$ cat src/rtl/ifetch_req_pkg.sv
// Shared types and constants for the PC-generation / ibus request stage.
// Optional IFETCH_MISALIGN_CHECK_EN keeps misaligned redirect targets instead of aligning them.
package ifetch_req_pkg;

    typedef enum logic {
        FETCH = 1'b0,
        ISSUE = 1'b1
    } ifetch_state_t;

    localparam logic [63:0] PC_RESET_DEF  = 64'h8000_0000;
    localparam logic [31:0] NOP_INSTR_DEF = 32'h0000_0013;

    typedef struct packed {
        logic [31:0] raw_instr;
        logic [63:0] pc;
        logic        valid;
    } fetch_out_t;

    // Without the misalign check, targets are silently word-aligned on load.
    function automatic logic [63:0] load_pc(input logic [63:0] target);
`ifdef IFETCH_MISALIGN_CHECK_EN
        return target;
`else
        return {target[63:2], 2'b00};
`endif
    endfunction

endpackage

$ cat src/rtl/ifetch_req.sv
// Fetch PC owner: one outstanding ibus request, redirect/stall handling, fetch handoff.
// IFETCH_MISALIGN_CHECK_EN adds instr_misalign and skips the bus for misaligned PCs.
module ifetch_req
    import ifetch_req_pkg::*;
#(
    parameter logic [63:0] PC_RESET  = PC_RESET_DEF,
    parameter logic [31:0] NOP_INSTR = NOP_INSTR_DEF
) (
    input  logic        clk,
    input  logic        reset,
    input  logic        stall,
    input  logic        redirect_valid,
    input  logic [63:0] redirect_pc,
    output logic        ireq_valid,
    output logic [63:0] ireq_addr,
    input  logic        iresp_data_ok,
    input  logic [31:0] iresp_data,
    output logic [63:0] pc,
    output logic [31:0] raw_instr,
    output logic        ivalid,
`ifdef IFETCH_MISALIGN_CHECK_EN
    output logic        instr_misalign,
`endif
    output logic        iwait
);

    ifetch_state_t state;
    logic [63:0]   pc_q;
    logic [63:0]   redir_q;
    logic          drop_q;
    fetch_out_t    out_q;
    logic          misaligned;

`ifdef IFETCH_MISALIGN_CHECK_EN
    logic misalign_q;
    assign misaligned     = (pc_q[1:0] != 2'b00);
    assign instr_misalign = misalign_q;
`else
    assign misaligned = 1'b0;
`endif

    // Address comes straight from pc_q, which only moves on data_ok or outside FETCH.
    assign ireq_valid = (state == FETCH) & ~misaligned & ~reset;
    assign ireq_addr  = pc_q;
    assign iwait      = ireq_valid & ~iresp_data_ok;

    assign pc        = out_q.pc;
    assign raw_instr = out_q.raw_instr;
    assign ivalid    = out_q.valid;

    always_ff @(posedge clk) begin
        if (reset) begin
            state   <= FETCH;
            pc_q    <= PC_RESET;
            redir_q <= PC_RESET;
            drop_q  <= 1'b0;
            out_q   <= '{raw_instr: NOP_INSTR, pc: 64'd0, valid: 1'b0};
`ifdef IFETCH_MISALIGN_CHECK_EN
            misalign_q <= 1'b0;
`endif
        end else begin
            case (state)
                FETCH: begin
                    if (misaligned) begin
                        // No bus traffic: present a NOP slot flagged as misaligned.
                        if (redirect_valid) begin
                            pc_q <= load_pc(redirect_pc);
                        end else begin
                            out_q <= '{raw_instr: NOP_INSTR, pc: pc_q, valid: 1'b1};
                            pc_q  <= pc_q + 64'd4;
                            state <= ISSUE;
`ifdef IFETCH_MISALIGN_CHECK_EN
                            misalign_q <= 1'b1;
`endif
                        end
                    end else if (iresp_data_ok) begin
                        if (drop_q || redirect_valid) begin
                            pc_q   <= redirect_valid ? load_pc(redirect_pc) : redir_q;
                            drop_q <= 1'b0;
                        end else begin
                            out_q <= '{raw_instr: iresp_data, pc: pc_q, valid: 1'b1};
                            pc_q  <= pc_q + 64'd4;
                            state <= ISSUE;
                        end
                    end else if (redirect_valid) begin
                        drop_q  <= 1'b1;
                        redir_q <= load_pc(redirect_pc);
                    end
                end
                ISSUE: begin
                    if (redirect_valid) begin
                        out_q.valid <= 1'b0;
                        pc_q        <= load_pc(redirect_pc);
                        state       <= FETCH;
`ifdef IFETCH_MISALIGN_CHECK_EN
                        misalign_q <= 1'b0;
`endif
                    end else if (!stall) begin
                        out_q.valid <= 1'b0;
                        state       <= FETCH;
`ifdef IFETCH_MISALIGN_CHECK_EN
                        misalign_q <= 1'b0;
`endif
                    end
                end
                default: state <= FETCH;
            endcase
        end
    end

endmodule

$ cat config.mk
export PLATFORM = sky130hd
export DESIGN_NAME = ifetch_req
export DESIGN_NICKNAME = d
export VERILOG_FILES = /design/src/rtl/ifetch_req_pkg.sv /design/src/rtl/ifetch_req.sv
export SDC_FILE = /design/constraint.sdc
export NUM_CORES = 1
export LEC_CHECK = 0
export BUFFER_PORTS_ARGS = -buffer_cell sky130_fd_sc_hd__buf_4
export CAP_MARGIN = 5
export CELL_PAD_IN_SITES_DETAIL_PLACEMENT = 0
export CELL_PAD_IN_SITES_GLOBAL_PLACEMENT = 1
export CORE_UTILIZATION = 38
export CTS_CLUSTER_DIAMETER = 50
export DETAILED_ROUTE_END_ITERATION = 10
export PLACE_DENSITY_LB_ADDON = 0.2
export RECOVER_POWER = 100
export REMOVE_ABC_BUFFERS = 1
export SLEW_MARGIN = 5
export SYNTH_ARGS = -nofsm -noshare
export SYNTH_HDL_FRONTEND = slang
export SYNTH_SLANG_ARGS = --single-unit
$ cat constraint.sdc
create_clock -name clk -period 3.23 [get_ports clk]
set_clock_uncertainty 0.1 [all_clocks]
set_input_delay 0 -clock clk [delete_from_list [all_inputs] [get_ports clk]]
set_output_delay 0 -clock clk [all_outputs]
set_load 0.1 [all_outputs]
* After elaboration in Yosys (flattened, before gate mapping) *
Cells that the tools add are included.
Widths: inputs -> output; s select.

storage, ports and cells
  bits in registers = 227
  input port bits = 101
  output and inout bits = 163
  word-level logic and storage cells = 44

operators by class
  add/subtract/negate cells = 1
  eq/ne operators = 5
  muxes and demuxes = 18
  bitwise gates (word level) = 6
  reductions and logical operators = 7

operator list
  cell                   number
  $mux 64                4
  $pmux 64 s2            1
  $add 64x3->64 const B  1
  $mux 1                 11
  $reduce_and 3->1       3
  $ne 2x2->1 const B     3
  $not 1->1              4
  $pmux 1 s2             2
  $reduce_and 2->1       2
  $ne 3x3->1 const B     1
  $and 1x1->1            2
  $ne 2x1->1 const B     1
  $reduce_bool 2->1      1
  $logic_or 1x1->1       1

* Longest topological paths before layout *
  depth after elaboration = 4
  mapped depth = 9
  mapped depth without buffers = 7

* Worst setup path before layout *
OpenSTA, ideal clock, no wires.

  path type = register -> register
  from = reg pc_q[2] (netlist: ireq_addr[2])
  to = reg pc_q[30] (netlist: ireq_addr[30])
  library setup time = 86 ps
  arrival time = 3,271 ps
  required time = 3,044 ps
  slack = -227 ps
  cell stages (with the launch flop) = 9
  path buffers = 1
  clock period less this slack = 3,457 ps
  path through = dfxtp_1 > ha_1 > nand3_1 > or4_1 > or4_1 > clkbuf_1 > a21oi_1 > o22ai_1 > a211oi_1

between the ends
  word-level cells in the longest chain between the ends = 4

ends and longest elaborated chain
  what                    RTL line          RTL
  start, declared         ifetch_req.sv:28  logic [63:0] pc_q;
  start signal, assigned  ifetch_req.sv:67  pc_q <= load_pc(redirect_pc);
  start signal, assigned  ifetch_req.sv:70  pc_q <= pc_q + 64'd4;
  start signal, assigned  ifetch_req.sv:78  pc_q <= redirect_valid ? load_pc(redirect_pc) : redir_q;
  $add 64x3->64           ifetch_req.sv:82  pc_q <= pc_q + 64'd4;
  $mux 64                 ifetch_req.sv:77  if (drop_q || redirect_valid) begin
  $mux 64                 ifetch_req.sv:76  end else if (iresp_data_ok) begin
  $pmux 64 s2             ifetch_req.sv:62  case (state)

No other way between the ends. The select of a mux whose other input is x is not followed.
A chain may end at the register's enable or synchronous reset.

* Worst setup path in the final report *
  from = reg pc_q[2] (netlist: ireq_addr[2])
  to = reg pc_q[46] (netlist: ireq_addr[46])

Same word-level chain as after synthesis.

==> impl_metrics.ini <==
[finish]
final_common_cell = nand2_1
fillers = 2712
num_antenna_cells = 0
nets = 1842
mostFrequentLayoutCells = 365 x nand2_1, 227 x dfxtp_1, 224 x a21oi_1
finalNonFillerCells = 2096
layout-drive-gt1-share = 0.107
syn2layout_area_growth_pct = 38.5

[global_routing]
grt_pass1_wl_mm = 59.2
antenna_found_initial = 0
track_usage = 0.263
grt_pass1_vias = 10658
grt_max_degree = 103
grt_overflow = 0

[clock_tree]
numCtsBuffers = 30
cts_tree = built
htree_levels = 1
hold_buffers = 125
post_cts.repair.setup_buffers = 0
clk_pin_slew_ps = 60
clockBufferDepth = 3
ctsResizeCount = 0
clkSinkCount = 227
clock_latency_ps = 550
clock-root-buffer = clkbuf_16

[yosys]
synth_edf_count = 0
synth.yosys.seq_area_share = 0.441
synth_cell_types = 58
ys.flop_type = dfxtp_1
syn_area_um2 = 10300
yosysWarningCount = 0
syn_area_per_cell_um2 = 7.41
synth_top_family_by_area = simple AND/OR/NAND/NOR gates
synth_fa_ha_area_frac = 0.00121
synth_xor_xnor_area_share = 0.0153
synthMuxAreaShare = 0.00777
synth-simple-area-share = 0.258
async_reset_ff_frac = 0
synth-seq-cells = 227
synth-compound-area-share = 0.232
synthCells = 1392

[sta]
setup_viol = 0
hold_viol_final = 0
min_period_over_period = 0.944
max_slew_margin = 0.0393
fmax_mhz = 328
drv_slew = 0
worst_slew_pin_slew_ps = 1440
setup_tns_ps = 0
layout_min_cycle_time_ps = 3050
grt_setup_unrepaired = false
hold_ws_ps = 117

[worst_setup_path]
endpoint_kind = register
cp_cell_sequence = ha_1 > nand3_1 > or4_1 > nor4b_1 > clkbuf_1 > nand4_1 > xor2_1 > o31ai_1
r2r_setup_slack_ps = 180
critPathKind = reg2reg
worst-endpoint-required_ps = 3590
worst_setup_path_start_kind = register
path_max_fanout = 7
cp.arrival_ps = 3410
max_stage_delay_ps = 670
crit_path_top_delay_cell = or4_1
rr_endpoint = ireq_addr[46]
r2r-start = ireq_addr[2]
r2r_cells = 8

[route]
vias = 11368
dr_wl_met2_mm = 17.3
drt_first_iter_violations = 891
dr.max_layer_used = met4
post_drt_via_cell_ratio = 5.42
ant_nets = 0
wl_met3_mm = 2.68
wirelength_met1_mm = 16.6
drc = 0
drt_wl_total_mm = 37.4
drt_pre_antenna_iters = 5
wl_per_cell_um = 17.8

[worst_hold_path]
hold_depth = 4
whs_endpoint = raw_instr[1]
hp-start = iresp_data[1]
hold_path_class = in2reg

[floorplan]
dieArea_um2 = 27800
fp.dieH_um = 167
start_util = 0.391
core_area_um2 = 26400
io_pins = 264
rows = 59
die_x_um = 167

[job]
maxCapViolCount = 0

[power]
p_leak_uw = 0.00523
pwr_density_cell_nw_per_um2 = 602
ir_drop_mv = 0.443

[placed_design]
placed_cells = 1918
post-dp-hpwl_mm = 23.8
io_buffers = 261
gp_congestion = 0.824

[run_status]
status = complete, no violations
[how the worst max path moves through the flow]
| stage | start | slack [ps] | end |
|---|---|---|---|
| 4_1_cts | ireq_addr[2] | 350 | ireq_addr[30] |
| 3_3_place_gp | ireq_addr[2] | 450 | ireq_addr[30] |
| 6_report | ireq_addr[2] | 180 | ireq_addr[46] |
| 3_5_place_dp | ireq_addr[2] | 380 | ireq_addr[30] |
| 2_1_floorplan | drop_q | -2230 | ireq_addr[55] |
| 5_1_grt | ireq_addr[2] | 80 | ireq_addr[46] |
[layer usage]
metal,GRT usage,vias to the layer above
met3,0.0423,55
met5,0,-
met4,0.0737,0
met2,0.435,410
met1,0.354,5333
li1,-,5570
[Yosys cell counts (6+ instances only)]
library cell | n | share of area
clkbuf_1 | 95 | 0.035
a2111o_1 | 15 | 0.016
nor2_1 | 99 | 0.036
or3_1 | 11 | 0.0067
nor3_1 | 27 | 0.013
nand4_1 | 23 | 0.014
a21oi_1 | 224 | 0.11
inv_1 | 12 | 0.0044
a2111oi_0 | 6 | 0.0051
nand3_1 | 35 | 0.017
and3_1 | 8 | 0.0049
a211oi_1 | 24 | 0.017
xnor2_1 | 8 | 0.0068
nor4_1 | 12 | 0.0073
mux2i_1 | 8 | 0.0078
o21ai_0 | 46 | 0.022
or2_2 | 6 | 0.0036
buf_1 | 11 | 0.0040
nand2_1 | 366 | 0.13
dfxtp_1 | 227 | 0.44
o211ai_1 | 7 | 0.0051
o22ai_1 | 35 | 0.021
a31oi_1 | 8 | 0.0049
xor2_1 | 10 | 0.0085
[worst max-delay path, delay by kind of cell (launching register included)]
kind            cells  cell delay [ps]
simple gates        4             1390
flops               1              450
buf+inv             1              410
fa+ha+maj           1              230
compound gates      1              200
xor+xnor            1              170
[final cells by class]
| class | instances | area [µm²] | share of cell area |
|---|---|---|---|
| Multi-Input combinational cell | 1044 | 5280 | 0.370 |
| Sequential cell | 227 | 4540 | 0.318 |
| Timing Repair Buffer | 425 | 2920 | 0.205 |
| Clock buffer | 39 | 836 | 0.0585 |
| Tap cell | 335 | 419 | 0.0294 |
| Clock inverter | 14 | 233 | 0.0163 |
| Inverter | 12 | 45.0 | 0.00316 |
[cell families (layout without fill, tap and decap cells)]
logic type      count (synthesis)  in the layout
buf+inv                       121            490
compound gates                402            402
simple gates                  615            615
mux                             8              8
xor+xnor                       18             18
fa+ha+maj                       1              1
flops                         227            227
[power by group]
part | internal [µW] | switching [µW] | total [µW]
combinational | 453 | 1430 | 1880
clock | 2290 | 1280 | 3570
sequential | 2960 | 184 | 3140
[flip-flops by register name, indices dropped and copies added (netlist names)]
name / cells
redir_q: 64
ivalid: 1
raw_instr: 32
drop_q: 1
state: 1
pc: 64
ireq_addr: 64
[stage by stage]
step | util | power, µW | setup WS [ps] | cell area (µm²)
finish | 0.542 | 8590 | 181 | 14300
global route | 0.542 | 8930 | 75.3 | 14300
CTS | 0.568 | 8760 | 351 | 15000
detailed placement | 0.480 | 5070 | 383 | 12700
global placement | 0.480 | 5050 | 448 | 12700
floorplan | - | 4450 | -2230 | 9890
Power figures use the tool's default switching activity.
